### config.mk
export PLATFORM = sky130hd
export DESIGN_NAME = kamacore_mem_loader
export DESIGN_NICKNAME = d
export VERILOG_FILES = /design/src/rtl/kamacore_mem_loader.sv
export SDC_FILE = /design/constraint.sdc
export NUM_CORES = 1
export LEC_CHECK = 0
export CORE_UTILIZATION = 53
export CTS_BUF_LIST = sky130_fd_sc_hd__clkbuf_16
export DETAILED_ROUTE_END_ITERATION = 10
export PLACE_DENSITY = 0.85
export SYNTH_ARGS = -nofsm -noshare
export SYNTH_HDL_FRONTEND = slang
export SYNTH_SLANG_ARGS = --single-unit
### constraint.sdc
create_clock -name clk -period 4.37 [get_ports clk]
set_input_delay 0.437 -clock clk [delete_from_list [all_inputs] [get_ports clk]]
set_output_delay 0.437 -clock clk [all_outputs]
set_load 0.02 [all_outputs]
### src/rtl/kamacore_mem_loader.sv
// kamacore_mem_loader: packs a little-endian byte stream into 32-bit words and writes them to kamacore memory.
// Optional read-back check of every written word is compiled in with `define LOADER_VERIFY_EN.
module kamacore_mem_loader #(
    parameter int MEM_ADDR_WIDTH = 10,
    localparam int CPU_WIDTH = 32
) (
    input  logic                      clk,
    input  logic                      rst_n,
    input  logic                      start,
    input  logic                      abort,
    input  logic [MEM_ADDR_WIDTH-1:0] base_addr,
    input  logic [MEM_ADDR_WIDTH:0]   word_count,
    input  logic                      in_valid,
    input  logic [7:0]                in_data,
    output logic                      in_ready,
    output logic                      mem_we,
    output logic [MEM_ADDR_WIDTH-1:0] mem_a,
    output logic [CPU_WIDTH-1:0]      mem_di,
    output logic [MEM_ADDR_WIDTH-1:0] mem_dpra,
    input  logic [CPU_WIDTH-1:0]      mem_dpo,
    output logic                      busy,
    output logic                      done,
    output logic                      error,
    output logic [MEM_ADDR_WIDTH:0]   words_written
);

    typedef enum logic [2:0] {
        S_IDLE,
        S_LOAD,
        S_WRITE,
        S_VERIFY,
        S_DONE,
        S_ERROR
    } state_t;

    state_t                    r_state;
    logic [1:0]                r_byte_idx;
    logic [CPU_WIDTH-1:0]      r_buf;
    logic [MEM_ADDR_WIDTH-1:0] r_base;
    logic [MEM_ADDR_WIDTH:0]   r_count;
    logic [MEM_ADDR_WIDTH:0]   r_words;
    logic [MEM_ADDR_WIDTH-1:0] r_mem_a;
    logic [CPU_WIDTH-1:0]      r_mem_di;
`ifdef LOADER_VERIFY_EN
    logic [MEM_ADDR_WIDTH-1:0] r_mem_dpra;
`endif

    logic [CPU_WIDTH-1:0]      w_word;
    logic [MEM_ADDR_WIDTH:0]   w_words_next;
    logic [MEM_ADDR_WIDTH-1:0] w_wr_addr;
    logic                      w_last;

    // Buffer with the incoming byte already merged into its lane, so the 4th byte goes straight to mem_di.
    always_comb begin
        w_word = r_buf;
        w_word[{r_byte_idx, 3'b000} +: 8] = in_data;
    end

    assign w_words_next = r_words + 1;
    assign w_wr_addr    = r_base + r_words[MEM_ADDR_WIDTH-1:0];
    assign w_last       = (w_words_next == r_count);

    always_ff @(posedge clk) begin
        if (!rst_n) begin
            r_state    <= S_IDLE;
            r_byte_idx <= '0;
            r_buf      <= '0;
            r_base     <= '0;
            r_count    <= '0;
            r_words    <= '0;
            r_mem_a    <= '0;
            r_mem_di   <= '0;
`ifdef LOADER_VERIFY_EN
            r_mem_dpra <= '0;
`endif
        end else if (abort) begin
            r_state    <= S_IDLE;
            r_byte_idx <= '0;
            r_buf      <= '0;
        end else begin
            case (r_state)
                S_IDLE, S_DONE, S_ERROR: begin
                    if (start) begin
                        r_base     <= base_addr;
                        r_count    <= word_count;
                        r_words    <= '0;
                        r_byte_idx <= '0;
                        r_buf      <= '0;
                        r_state    <= (word_count == '0) ? S_DONE : S_LOAD;
                    end
                end
                S_LOAD: begin
                    if (in_valid) begin
                        r_buf <= w_word;
                        if (r_byte_idx == 2'd3) begin
                            r_byte_idx <= '0;
                            r_mem_a    <= w_wr_addr;
                            r_mem_di   <= w_word;
`ifdef LOADER_VERIFY_EN
                            r_mem_dpra <= w_wr_addr;
`endif
                            r_state    <= S_WRITE;
                        end else begin
                            r_byte_idx <= r_byte_idx + 1;
                        end
                    end
                end
                S_WRITE: begin
`ifdef LOADER_VERIFY_EN
                    r_state <= S_VERIFY;
`else
                    r_words <= w_words_next;
                    r_state <= w_last ? S_DONE : S_LOAD;
`endif
                end
`ifdef LOADER_VERIFY_EN
                // Read-back is asynchronous, so the word written last cycle is visible on mem_dpo now.
                S_VERIFY: begin
                    if (mem_dpo == r_mem_di) begin
                        r_words <= w_words_next;
                        r_state <= w_last ? S_DONE : S_LOAD;
                    end else begin
                        r_state <= S_ERROR;
                    end
                end
`endif
                default: r_state <= S_IDLE;
            endcase
        end
    end

    assign in_ready      = (r_state == S_LOAD);
    assign mem_we        = (r_state == S_WRITE);
    assign mem_a         = r_mem_a;
    assign mem_di        = r_mem_di;
    assign busy          = (r_state == S_LOAD) || (r_state == S_WRITE) || (r_state == S_VERIFY);
    assign done          = (r_state == S_DONE);
    assign words_written = r_words;

`ifdef LOADER_VERIFY_EN
    assign mem_dpra = r_mem_dpra;
    assign error    = (r_state == S_ERROR);
`else
    logic w_unused_dpo;
    assign w_unused_dpo = ^mem_dpo;
    assign mem_dpra     = '0;
    assign error        = 1'b0;
`endif

endmodule

== After elaboration in Yosys (flattened, before gate mapping) ==
Index checks and enable logic that the tools add are counted.
Word-level totals
  bits in registers: 111
  logic and storage cells: 55
Cells by class
  bitwise logic cells: 2
  $add $sub $neg: 4
  equality and inequality tests: 10
  reductions and logical operators: 13
  shift operators: 2
  multiplexer cells: 16
Operators by type and width (number)
  32-bit two-way mux: 2
  32-bit one-hot mux with 2 select lines: 1
  32-bit bitwise mux: 1
  8-bit by 7-bit variable shift with 32-bit output, first input constant: 1
  8-bit by 7-bit variable part select with 32-bit output: 1
  11-bit one-hot mux with 2 select lines: 1
  3-bit two-way mux: 5
  3-bit AND reduction: 4
  11-bit by 1-bit adder with 11-bit output, second input constant: 1
  11-bit == test: 1
  11-bit logical NOT: 1
  11-bit two-way mux: 1
  10-bit adder: 1
  3-bit one-hot mux with 3 select lines: 1
  5-bit negator with 7-bit output: 1
  3-bit by 2-bit == test with 1-bit output, second input constant: 2
  3-bit == test, second input constant: 2
  2-bit two-way mux: 3
  2-bit != test, second input constant: 2
  2-bit one-hot mux with 2 select lines: 1
  4-bit AND reduction: 1
  2-bit nonzero test: 2
  3-bit by 1-bit == test with 1-bit output, second input constant: 1
  3-bit logical NOT: 1
  other kinds (7): 9

== Logic depth before layout (Yosys ltp) ==
  depth after elaboration: 5
  mapped depth: 10
  mapped depth without buffers: 8

== Worst setup path after synthesis ==
No wires, ideal clock.
  kind: register to register
  start: register r_words[1], in the netlist words_written[1]
  end: register r_state[2]
  period minus slack after synthesis: 2283 ps
  slack: 2087 ps
  arrival time: 2216 ps
  stages on the path, launching flop included: 8
  required time: 4303 ps
  cell sequence: dfxtp_1 ha_1 nand4_2 or3_4 nor4_2 a41oi_1 a2111o_1 o21ai_2
Between the ends
  cells in the longest elaborated chain, start to end: 4
RTL lines
  start, declared: RTL line 41  | logic [MEM_ADDR_WIDTH:0] r_words;
  start signal, assigned: RTL line 112  | r_words <= w_words_next;
  11-bit by 1-bit adder with 11-bit output: RTL line 59  | assign w_words_next = r_words + 1;
  11-bit == test: RTL line 61  | assign w_last = (w_words_next == r_count);
  3-bit two-way mux: RTL line 113  | r_state <= w_last ? S_DONE : S_LOAD;
  3-bit one-hot mux with 3 select lines: RTL line 81  | case (r_state)
  end signal, assigned: RTL line 89  | r_state <= (word_count == '0) ? S_DONE : S_LOAD;
  end signal, assigned: RTL line 113
  end, declared: RTL line 36  | state_t r_state;
No other way between the ends.
A chain may end at the register's enable or synchronous reset.

== Worst setup path after layout ==
  start: register r_state[0]
  end: register r_mem_di[3], in the netlist mem_di[3]
Between the ends
  cells in the longest elaborated chain, start to end: 2
RTL lines
  3-bit by 1-bit == test with 1-bit output: RTL line 81
  4-bit AND reduction (no source line)
  end signal, assigned: RTL line 98  | r_mem_di <= w_word;
  end, declared: RTL line 43  | logic [CPU_WIDTH-1:0] r_mem_di;
No other way between the ends.

==> impl_summary.md <==
Synthesis
Yosys printed 0 warnings. Of all flip-flops after synthesis, the portion carrying an async set or reset was 0%. The sequential-to-total area share from yosys stat is 41.7%. The area of the mapped netlist is 0.00533 mm². The most used flip-flop cell after synthesis is dfxtp_1.

Counting flops and latches in the post-synthesis netlist gives 111. By area the synthesized netlist is led by dfxtp_1 42%, nand2_1 8.7%, a21oi_1 6.5%, nor2_1 5.4%, a22o_1 5.3%. The number of enable flip-flop cells after synthesis is 0.

The cell type contributing the most total cell area after synthesis is dfxtp_1. The number of different library cells in the post-synthesis netlist is 61. The gate count of the mapped netlist is 656. The synthesized design devotes to its leading area cell type 41.7% of total area. The mean post-synth cell area is 8.13 µm².

Floorplan
The initial utilization of the core area, before any placement, comes to 54.6%. Measured along the y axis, the die boundary spans 102 µm. The floorplan has 36 rows. In this run the standard cell core region covers 0.00977 mm².

The die covers 0.0105 mm². The boundary pin count is 134. The die is 102 µm wide.

Timing
Static timing analysis puts the maximum clock frequency at 325 MHz. Of the available clock period, the critical path in the final layout requires 70.3%. On the final layout, the worst clock skew is 0.00517 ns.

In the post-route analysis, the smallest setup slack over all paths is 1.30 ns. Setup total negative slack on the finished layout was measured at 0 ns. The final-report max-slew violation count is 0. The final number of hold-violating endpoints was 0. Setup violations remaining at the end of the flow were counted as 0. The worst pin sits at a relative slew slack of 13.2%. Setup repair after global routing left no endpoint under its margin. The actual slew at the worst max-slew pin is 1.28 ns. The post-route minimum period is 3.07 ns.

GRT
The number of antenna violations at the first check in global routing is 0. The overall overflow remaining after global route is 0. In the global route stage, overall resource usage came out at 27.3%. The number of global-route vias before repair is 4731. Entering global routing, the biggest net connects 74 pins. The wire length of the first global-routing pass is 22.3 mm.

Clock tree
Post-CTS repair changed the size of 0 cells. The cell chosen for the clock root is clkbuf_16. The count of hold-fix buffers inserted at cts is 0. The clock-pin slew of the registers on the worst-case setup and hold paths is 0.07 ns.

Clock tree synthesis inserted a total of 9 buffers. CTS saw 111 sinks. The CTS H-tree depth is 3. Clock latency on the worst-skew pair, taken at its later pin, is 0.35 ns. The deepest clock path buffer count is 2. After clock tree synthesis, the setup repair step added 0 buffers.

TritonCTS built the clock tree.

Pwr
The total power density per cell area is 303 mW/mm². The leakage power summed over all cells is 0.00235 µW. IR analysis of the VDD net gives a maximum drop of 198 µV. The sum of internal, switching and leakage power is 1970 µW.

Placement
Port buffering added 90 buffers. The worst setup slack before clock tree synthesis is 1.38 ns. Routability-driven placement finished with a final weighted congestion of 0.899.

In this run, placement finished with an instance count of 844. The half-perimeter wire length after placement is 9.60 mm.

Setup path
On the critical path the largest part of the delay comes from simple AND/OR/NAND/NOR gates. In this run the worst path has a maximum fanout of 28. The highest-delay cell along the critical path is and3b_1. The length in cells of the worst reg-to-reg path is 7.

The buffer and inverter count on the worst path is 1. STA puts the critical path data arrival time at 3.33 ns. For the worst setup path, the data required time is 4.63 ns. The endpoint identified for the worst register-to-register timing path is mem_di[3]$_SDFFE_PN0P_. The setup path with the least slack is of type reg2reg.

The largest stage delay on the critical path is 0.71 ns. The critical path goes through nor2b_1 -> and2b_4 -> and2_1 -> and3b_1 -> buf_4 -> nor2_1 -> nor3_1. The launching element type of the critical path is a register. Across all register-to-register paths, the minimum setup slack is 1.30 ns.

In this run the critical register-to-register path is launched from r_state[0]$_SDFFE_PP0P_. The endpoint class of the critical path is a register.

Min path
For hold timing, the worst endpoint is mem_a[4]$_SDFFE_PN0P_. The worst hold path begins at mem_a[4]$_SDFFE_PN0P_. The number of instances on the worst hold path is 2.

The type of the tightest min-delay check is reg2reg.

Detailed routing
The DRC violations left is 0. Dividing the detail-routed wire length by the instance count gives 16.1 µm. The detail-routed via count per cell is 5.85. The DRC violation total after the first TritonRoute iteration is 319. The routed wire length is 13.8 mm. Detailed routing inserted a total of 5027 vias. The count of antenna-violating nets left after detailed routing is 0.

The first TritonRoute pass finished after 5 iterations.

Layout
The net count reported at finish is 805. The final cell count without fillers is 860. The area overhead of the layout relative to synthesis is 22.1%. The fraction of layout cells with a size suffix above 1 is 5.64%. The diode insertion count for antenna repair is 0. At the end of the flow the core is filled with cells to 66.6%.

Run
The tool flagged a number of max-cap violations equal to 0.

Status
The run finished with clean final reports.
worst min-delay path, cell delays in order, from the launching register on:
cell	delay, ns
dfxtp_1	0.31
nand2_1	0.05
a21oi_1	0.05
cells by family (layout without fill, tap and decap cells):
logic type	count (synthesis)	count (layout)	share of synthesized area, %
adder cells (fa/ha/maj)	17	17	4.13
flip-flops	111	111	41.7
XOR/XNOR	23	23	3.78
multiplexers	2	2	0.399
AO/OA/AOI/OAI	167	167	21.1
other	1	11	0.0703
AND/OR/NAND/NOR	273	273	23.2
buffers and inverters	62	123	5.65
power breakdown:
group	internal (µW)	switching [µW]	total [µW]
combinational	59.5	94.4	154
clock	395	391	786
sequential	1020	8.89	1030
through the flow:
stage | instance area [µm²] | hold WS, ns
after floorplan | 5370 | 0.440
after global placement | 6230 | 0.441
after detailed placement | 6230 | 0.444
after CTS | 6510 | 0.454
after global routing | 6510 | 0.481
final | 6510 | 0.451
routing by layer:
metal | vias up | track usage [%] | part of all wire, % | routed length, µm
li1 | 2387 | - | - | -
met4 | 0 | 9.78 | 1.9 | 259
met5 | - | 0 | 0 | 0
met3 | 30 | 7.11 | 6.8 | 944
met1 | 2394 | 33.8 | 42 | 5820
met2 | 216 | 45.7 | 49 | 6820
worst max-delay path by stage:
stage / cells after the start / endpoint / startpoint
finish: 7 / mem_di[3]$_SDFFE_PN0P_ / r_state[0]$_SDFFE_PP0P_
global route: 7 / mem_di[3]$_SDFFE_PN0P_ / r_state[0]$_SDFFE_PP0P_
CTS: 7 / mem_di[3]$_SDFFE_PN0P_ / r_state[0]$_SDFFE_PP0P_
detailed placement: 7 / mem_di[15]$_SDFFE_PN0P_ / r_state[0]$_SDFFE_PP0P_
global placement: 7 / mem_di[31]$_SDFFE_PN0P_ / r_state[0]$_SDFFE_PP0P_
floorplan: 7 / r_state[2]$_SDFFE_PP0P_ / words_written[1]$_SDFFE_PN0P_
flip-flops by register name, indices dropped and copies added, names as in the netlist:
signal,count
mem_di,32
r_buf,32
r_count,11
words_written,11
mem_a,10
r_base,10
r_state,3
r_byte_idx,2
cell usage after synthesis, types with 9 or more instances:
| cell | number |
|---|---|
| a21oi_1 | 69 |
| a22o_1 | 32 |
| a22oi_1 | 33 |
| buf_2 | 12 |
| buf_4 | 14 |
| clkbuf_1 | 24 |
| dfxtp_1 | 111 |
| ha_1 | 16 |
| nand2_1 | 124 |
| nor2_1 | 77 |
| nor3_1 | 23 |
| o21ai_0 | 9 |
| xnor2_1 | 11 |
| xor2_1 | 12 |
layout make-up:
cell class,instances,area [µm²]
clock buffer,9,225
timing repair buffer,96,946
sequential,111,2220
multi-input combinational,493,2850
clock inverter,7,56.3
inverter,11,41.3
fill,793,3260
tap,133,166
cells in the final DEF, fill, tap and decap left out, types with 3 or more instances in the layout:
cell type and instances:
nand2_1 124, dfxtp_1 111, clkdlybuf4s50_1 90, nor2_1 77
a21oi_1 69, a22oi_1 33, a22o_1 32, nor3_1 23
ha_1 16, xor2_1 12, xnor2_1 11, conb_1 11
o21ai_0 9, clkbuf_16 9, nand3_1 8, inv_1 6
buf_4 6, or3_1 5, nand2b_1 5, o21ai_1 4
nor4_1 3, nand3b_1 3, nor2b_1 3, inv_2 3
Note: power is estimated with default switching activity, not from simulation.
